### src/rtl/alu_op_sequencer.sv
// Command-frame sequencer for the system ALU: collects func/A/B bytes, runs one ALU op, streams the result back low byte first.
// Optional EXEC watchdog is compiled in when ALU_TIMEOUT_EN is defined.
module alu_op_sequencer #(
    parameter int DATA_WIDTH     = 8,
    parameter int FUNC_WIDTH     = 4,
    parameter int TIMEOUT_CYCLES = 15
) (
    input  logic                      CLK,
    input  logic                      RST,
    input  logic [DATA_WIDTH-1:0]     in_data,
    input  logic                      in_valid,
    output logic                      in_ready,
    output logic [DATA_WIDTH-1:0]     A,
    output logic [DATA_WIDTH-1:0]     B,
    output logic [FUNC_WIDTH-1:0]     ALU_FUN,
    output logic                      ALU_EN,
    input  logic [2*DATA_WIDTH-1:0]   ALU_OUT,
    input  logic                      ALU_VALID,
    output logic [DATA_WIDTH-1:0]     out_data,
    output logic                      out_valid,
    input  logic                      out_ready,
    output logic                      busy,
    output logic                      err_timeout
);

    typedef enum logic [2:0] {
        S_IDLE,
        S_GET_A,
        S_GET_B,
        S_EXEC,
        S_SEND_LO,
        S_SEND_HI
    } state_t;

    state_t                    state_q, state_d;
    logic [DATA_WIDTH-1:0]     a_q, a_d;
    logic [DATA_WIDTH-1:0]     b_q, b_d;
    logic [FUNC_WIDTH-1:0]     fun_q, fun_d;
    logic [2*DATA_WIDTH-1:0]   result_q, result_d;

`ifdef ALU_TIMEOUT_EN
    localparam int CNT_W = $clog2(TIMEOUT_CYCLES + 1);
    logic [CNT_W-1:0]          cnt_q, cnt_d;
    logic                      err_q, err_d;
`endif

    always_ff @(posedge CLK or posedge RST) begin
        if (RST) begin
            state_q  <= S_IDLE;
            a_q      <= '0;
            b_q      <= '0;
            fun_q    <= '0;
            result_q <= '0;
`ifdef ALU_TIMEOUT_EN
            cnt_q    <= '0;
            err_q    <= 1'b0;
`endif
        end else begin
            state_q  <= state_d;
            a_q      <= a_d;
            b_q      <= b_d;
            fun_q    <= fun_d;
            result_q <= result_d;
`ifdef ALU_TIMEOUT_EN
            cnt_q    <= cnt_d;
            err_q    <= err_d;
`endif
        end
    end

    always_comb begin
        state_d  = state_q;
        a_d      = a_q;
        b_d      = b_q;
        fun_d    = fun_q;
        result_d = result_q;
`ifdef ALU_TIMEOUT_EN
        cnt_d    = cnt_q;
        err_d    = 1'b0;
`endif
        case (state_q)
            S_IDLE: begin
                if (in_valid) begin
                    fun_d   = in_data[FUNC_WIDTH-1:0];
                    state_d = S_GET_A;
                end
            end
            S_GET_A: begin
                if (in_valid) begin
                    a_d     = in_data;
                    state_d = S_GET_B;
                end
            end
            S_GET_B: begin
                if (in_valid) begin
                    b_d     = in_data;
                    state_d = S_EXEC;
`ifdef ALU_TIMEOUT_EN
                    cnt_d   = '0;
`endif
                end
            end
            S_EXEC: begin
                if (ALU_VALID) begin
                    result_d = ALU_OUT;
                    state_d  = S_SEND_LO;
`ifdef ALU_TIMEOUT_EN
                end else if (cnt_q == CNT_W'(TIMEOUT_CYCLES - 1)) begin
                    // Last permitted enable cycle elapsed without a result: abandon the command.
                    err_d    = 1'b1;
                    state_d  = S_IDLE;
                end else begin
                    cnt_d    = cnt_q + 1'b1;
`endif
                end
            end
            S_SEND_LO: begin
                if (out_ready) begin
                    state_d = S_SEND_HI;
                end
            end
            S_SEND_HI: begin
                if (out_ready) begin
                    state_d = S_IDLE;
                end
            end
            default: begin
                state_d = S_IDLE;
            end
        endcase
    end

    // All handshake outputs decode straight from state so they hold steady under backpressure.
    assign in_ready  = (state_q == S_IDLE) || (state_q == S_GET_A) || (state_q == S_GET_B);
    assign ALU_EN    = (state_q == S_EXEC);
    assign out_valid = (state_q == S_SEND_LO) || (state_q == S_SEND_HI);
    assign out_data  = (state_q == S_SEND_LO) ? result_q[DATA_WIDTH-1:0] :
                       (state_q == S_SEND_HI) ? result_q[2*DATA_WIDTH-1:DATA_WIDTH] :
                                                '0;
    assign busy      = (state_q != S_IDLE);
    assign A         = a_q;
    assign B         = b_q;
    assign ALU_FUN   = fun_q;

`ifdef ALU_TIMEOUT_EN
    assign err_timeout = err_q;
`else
    assign err_timeout = 1'b0;
`endif

endmodule

### config.mk
export PLATFORM = sky130hd
export DESIGN_NAME = alu_op_sequencer
export DESIGN_NICKNAME = d
export VERILOG_FILES = /design/src/rtl/alu_op_sequencer.sv
export SDC_FILE = /design/constraint.sdc
export NUM_CORES = 1
export LEC_CHECK = 0
export CORE_ASPECT_RATIO = 1.4
export CORE_UTILIZATION = 40
export DETAILED_ROUTE_END_ITERATION = 16
export GPL_TIMING_DRIVEN = 0
export MAX_ROUTING_LAYER = met4
export PLACE_DENSITY = 0.75
export SLEW_MARGIN = 0
export SYNTH_ARGS = -nofsm -noshare
export SYNTH_HDL_FRONTEND = slang
export SYNTH_SLANG_ARGS = --single-unit
export TNS_END_PERCENT = 100
### constraint.sdc
create_clock -name CLK -period 1.5 [get_ports CLK]
set_input_delay 0.375 -clock CLK [delete_from_list [all_inputs] [get_ports CLK]]
set_output_delay 0.375 -clock CLK [all_outputs]
set_load 0.1 [all_outputs]
### Word-level counts from Yosys, hierarchy flattened

Cells that the tools add are included.

| word-level totals | value |
|---|---|
| output and inout port bits | 33 |
| logic and storage cells | 35 |
| bits in registers | 39 |
| bits of input ports | 29 |

| cells by class | value |
|---|---|
| reduce and logical (&&, ||, !) cells | 10 |
| multiplexer cells | 9 |
| equality and inequality tests | 11 |

Operator list:

| kind | number |
|---|---|
| two-way mux 3 bit | 6 |
| one-hot mux 3 bit (6 select lines) | 1 |
| two-way mux 8 bit | 2 |
| != test 2 bit (second input constant) | 5 |
| AND reduction 2 bit | 4 |
| equality test 3 x 2 -> 1 bit (second input constant) | 2 |
| equality test 3 bit (second input constant) | 2 |
| AND reduction 6 bit | 1 |
| equality test 3 x 1 -> 1 bit (second input constant) | 1 |
| logical NOT 3 bit | 1 |
| logical OR 1 bit | 3 |
| nonzero test 3 bit | 1 |
| != test 2 x 1 -> 1 bit (second input constant) | 1 |

### Logic depth before layout (Yosys ltp)

| depth | value |
|---|---|
| word-level depth | 3 |
| mapped depth | 6 |
| mapped depth without buffers | 4 |

### Worst setup path before layout

Ideal clock, no wire load.

| timing path | value |
|---|---|
| kind | register to output |
| from | register state_q[0] |
| to | output in_ready |
| setup slack | -1.028 ns |
| stages on the path, launching flop included | 4 |
| arrival time | 2.153 ns |
| required time | 1.125 ns |
| cells stage by stage | dfrtp_1 buf_6 buf_2 a21oi_1 |

| on the way | value |
|---|---|
| longest elaborated chain between the ends | 3 |

RTL lines:

| item | RTL line | text |
|---|---|---|
| start, declared | 35 | `state_t state_q, state_d;` |
| start signal, assigned | 59 | `state_q <= state_d;` |
| equality test 3 x 1 -> 1 bit / logical NOT 3 bit (equally long branches) | 134 | `assign in_ready = (state_q == S_IDLE) \|\| (state_q == S_GET_A) \|\| (state_q == S_GET_B);` |
| logical OR 1 bit | 134 |  |
| logical OR 1 bit (*) | 134 |  |
| end, declared | 12 | `output logic in_ready,` |

Mark *: on every way between the ends. The rest lies on a longest branch, timed or not.

### Final worst setup path

| timing path | value |
|---|---|
| from | register state_q[1] |
| to | output out_data[6] |

| on the way | value |
|---|---|
| longest elaborated chain between the ends | 3 |

RTL lines:

| item | RTL line | text |
|---|---|---|
| equality test 3 bit | 138 | `(state_q == S_SEND_HI) ? result_q[2*DATA_WIDTH-1:DATA_WIDTH] :` |
| two-way mux 8 bit | 138 |  |
| two-way mux 8 bit (*) | 137 | `assign out_data = (state_q == S_SEND_LO) ? result_q[DATA_WIDTH-1:0] :` |
| end, declared | 19 | `output logic [DATA_WIDTH-1:0] out_data,` |

Marks and branches as above.

==> reports/qor.tcl <==
set qor(num_rows) 28
set qor(cts_num_sinks) 39
set qor(synth_most_common_cell) {sky130_fd_sc_hd__dfrtp_1}
set qor(timing.clock.skew_ps) 8.91
set qor(worst_pin_slew_ps) 811
set qor(fin_worst_hold_slack_ps) 505
set qor(worst_path_largest_cell_delay_ps) 400
set qor(drtIter0Drc) 59
set qor(fp.coreArea_um2) 4200
set qor(crit_path_end) {out_data[6]}
set qor(ys_async_sr_fraction_pct) 100
set qor(maxCapViolCount) 0
set qor(regToRegSetupSlack_ps) -120
set qor(reg2reg_to) {result_q[4]$_DFFE_PP0P_}
set qor(gpl.final_weighted_congestion) 0.725
set qor(setup.worst_path.end_class) {output pin}
set qor(synthTopCellsByArea) {sky130_fd_sc_hd__dfrtp_1 (56%), sky130_fd_sc_hd__mux2_2 (17%), sky130_fd_sc_hd__mux2_4 (7.7%)}
set qor(worst_hold_path_type) {flip-flop to flip-flop}
set qor(global_route.overflow_total) 0
set qor(critical_path.reg2reg.startpoint) {state_q[1]$_DFFE_PP0P_}
set qor(syn_area_um2) 1750
set qor(clk_pin_slew_ps) 80
set qor(drcViolationCount) 6
set qor(count_of_synthesis_stage_warnings_from_yosys) 0
set qor(worst-path-max-fanout) 5
set qor(antenna_cell_count) 0
set qor(grt_pass1_wl_mm) 6.89
set qor(fin_nets) 238
set qor(cts_tree) {yes}
set qor(violations) {DRC, setup timing}
set qor(required_ps) 1120
set qor(post-synth-top-area-fraction_pct) 55.7
set qor(drive_gt1_share_pct) 62.4
set qor(syn_to_final_growth_pct) 77.9
set qor(synth_seq_area_share_pct) 55.7
set qor(detailroute.via_count) 1303
set qor(synth.cells.most_frequent) {sky130_fd_sc_hd__dfrtp_1 (39), sky130_fd_sc_hd__mux2_2 (27), sky130_fd_sc_hd__nor2_1 (10), sky130_fd_sc_hd__mux2_4 (9), sky130_fd_sc_hd__mux2i_1 (8)}
set qor(dp_hpwl_mm) 2.77
set qor(area_of_the_multi_input_gates_um2) 998
set qor(die_w_um) 57.9
set qor(crit_path_start) {state_q[1]$_DFFE_PP0P_}
set qor(cts_htree_levels) 2
set qor(worst_skew_pair.late_latency_ps) 280
set qor(yosys_most_used_dff) {sky130_fd_sc_hd__dfrtp_1}
set qor(number_of_antenna_violations_at_the_first_check_in_global_routing) 0
set qor(maximum_number_of_pins_on_one_net_before_global_route_repair) 40
set qor(arrival_ps) 1460
set qor(layout_setup_ws_ps) -339
set qor(final-seq-area_um2) 977
set qor(hold_viol) 0
set qor(vias_per_cell) 5.11
set qor(num_io_pins) 62
set qor(start_util_pct) 41.7
set qor(ys_types) 24
set qor(status) {finished, violations left}
set qor(unrepaired_setup_endpoints_after_global_routing) {yes}
set qor(grt_pass1_vias) 1443
set qor(r2r_cells) 7
set qor(synth_area_leader_cell) {sky130_fd_sc_hd__dfrtp_1}
set qor(timing.max_slew.rel_slack_pct) 45.9
set qor(wirelength_mm) 4.52
set qor(finalSetupViolCount) 28
set qor(critical_path_class) {flip-flop to output pin}
set qor(postSynthNetCount) 151
set qor(ctsRootBufferMaster) {sky130_fd_sc_hd__clkbuf_8}
set qor(crit_share_post_route_pct) 123
set qor(fill_cells) 251
set qor(maxSlewViolCount) 0
set qor(syn-instance-count) 122
set qor(postSynthRegisterBits) 39
set qor(core_occupancy_in_the_finished_layout_pct) 74.1
set qor(drt-pass1-iter-count) 12
set qor(cts_buf_count) 5
set qor(cts_buffer_depth) 2
set qor(detail_route.wl_per_cell_um) 17.7
set qor(io_buffer_count) 60
set qor(synth_enable_flop_cells) 0
set qor(die_h_um) 80.3
set qor(min_period_ps) 1840
set qor(setup_tns_final_ps) -4300
set qor(fp.dieArea_um2) 4650
set qor(post_synth.cell_area_avg_um2) 14.4
set qor(drt.antenna.violating_nets) 0
set qor(worst_path_max_delay_cell) {sky130_fd_sc_hd__dfrtp_1}
set qor(worstPathCellList) {buf_6, nand2b_4, clkbuf_16, nor2_4, buf_12}
set qor(fmaxAchievable_mhz) 544
set qor(setup.worst_path.start_class) {flip-flop}
set qor(grt_util_all_layers_pct) 20.3
## logic make-up (layout without fill, tap and decap cells)
group           Yosys count  count (layout)  synth area share [%]
mux                      44              44                  29.6
other cells               1               1                 0.214
buf+inv                   8              96                  3.00
flops                    39              39                  55.7
compound gates            5               5                  1.86
simple gates             25              25                  9.57
## per-layer routing
metal | up-vias | track usage, % | part of all wire [%]
li1 | 593 | - | -
met1 | 634 | 21.2 | 37
met2 | 66 | 37.8 | 55
met3 | 10 | 4.83 | 6.1
met4 | 0 | 5.00 | 1.9
met5 | - | - | 0
## flip-flops by register name, summed over array words and instances, names as in the netlist
signal,count
A,8
ALU_FUN,4
B,8
result_q,16
state_q,3
## stage by stage
stage / worst slack [ps] / cell area, µm² / std cells
3_3_place_gp: -934 / 2530 / 227
2_1_floorplan: -220 / 1870 / 122
4_1_cts: -322 / 2990 / 251
6_report: -339 / 3120 / 255
3_5_place_dp: -963 / 2530 / 227
5_1_grt: -376 / 3120 / 255
## worst min path at each step
stage               cells after the start                     start                  endpoint  slack (ps)
floorplan                               1  result_q[10]$_DFFE_PP0P_  result_q[10]$_DFFE_PP0P_         480
global placement                        1  result_q[12]$_DFFE_PP0P_  result_q[12]$_DFFE_PP0P_         490
detailed placement                      1          A[4]$_DFFE_PP0P_          A[4]$_DFFE_PP0P_         500
CTS                                     1          A[4]$_DFFE_PP0P_          A[4]$_DFFE_PP0P_         510
global route                            1          A[4]$_DFFE_PP0P_          A[4]$_DFFE_PP0P_         520
finish                                  1          B[6]$_DFFE_PP0P_          B[6]$_DFFE_PP0P_         510
## layout make-up
type,count,share of cell area (%)
clock inverters,3,1.41
inverters,2,0.361
flip-flops and latches,39,31.4
well taps,45,1.81
clock buffers,5,2.21
multi-input cells,75,32.0
repair buffers,80,27.9
plain buffers,6,2.89
## what timing repair did
item	in CTS	in global routing
setup buffers	15	5
hold buffers	0	0
pin swaps	10	5
endpoints found under the setup margin	61	46
resized for setup	240	22
gates cloned	1	1
## critical path, delay by kind of cell (launching register included)
family | cells | cell delay (ps)
AND/OR/NAND/NOR | 2 | 290
buffers and inverters | 3 | 480
flip-flops | 1 | 400
## placed cells by master (no fill, tap or decap)
cell type	netlist	layout
sky130_fd_sc_hd__and3b_1	1	1
sky130_fd_sc_hd__mux2i_2	0	2
sky130_fd_sc_hd__dfrtp_2	0	1
sky130_fd_sc_hd__clkdlybuf4s50_1	0	27
sky130_fd_sc_hd__a21oi_4	0	1
sky130_fd_sc_hd__a31oi_1	1	1
sky130_fd_sc_hd__clkbuf_8	0	5
sky130_fd_sc_hd__nor2_4	0	8
sky130_fd_sc_hd__conb_1	1	1
sky130_fd_sc_hd__and3b_4	0	1
sky130_fd_sc_hd__nand2_1	5	5
sky130_fd_sc_hd__clkinv_4	0	1
sky130_fd_sc_hd__a21oi_1	2	1
sky130_fd_sc_hd__buf_6	2	6
sky130_fd_sc_hd__bufinv_16	0	1
sky130_fd_sc_hd__buf_4	1	11
sky130_fd_sc_hd__nand2_8	0	1
sky130_fd_sc_hd__clkbuf_4	0	1
sky130_fd_sc_hd__a211o_1	1	1
sky130_fd_sc_hd__buf_8	0	1
sky130_fd_sc_hd__clkinv_2	0	1
sky130_fd_sc_hd__inv_2	0	1
sky130_fd_sc_hd__nor3_4	0	1
sky130_fd_sc_hd__clkinvlp_4	0	1
sky130_fd_sc_hd__dfrtp_1	39	38
sky130_fd_sc_hd__nor3b_4	2	2
sky130_fd_sc_hd__or3_4	0	1
sky130_fd_sc_hd__nand2b_4	1	2
sky130_fd_sc_hd__mux2i_4	0	6
sky130_fd_sc_hd__buf_2	3	19
sky130_fd_sc_hd__mux2_2	27	4
sky130_fd_sc_hd__and2b_1	1	1
sky130_fd_sc_hd__a211oi_2	0	1
sky130_fd_sc_hd__buf_16	0	1
sky130_fd_sc_hd__nor2_1	10	2
sky130_fd_sc_hd__dlygate4sd2_1	0	1
sky130_fd_sc_hd__clkbuf_16	0	1
sky130_fd_sc_hd__mux2_4	9	32
sky130_fd_sc_hd__buf_12	0	18
Power is not shown: default switching activity piles up to over one toggle a cycle in this logic, so the estimate is an artifact.
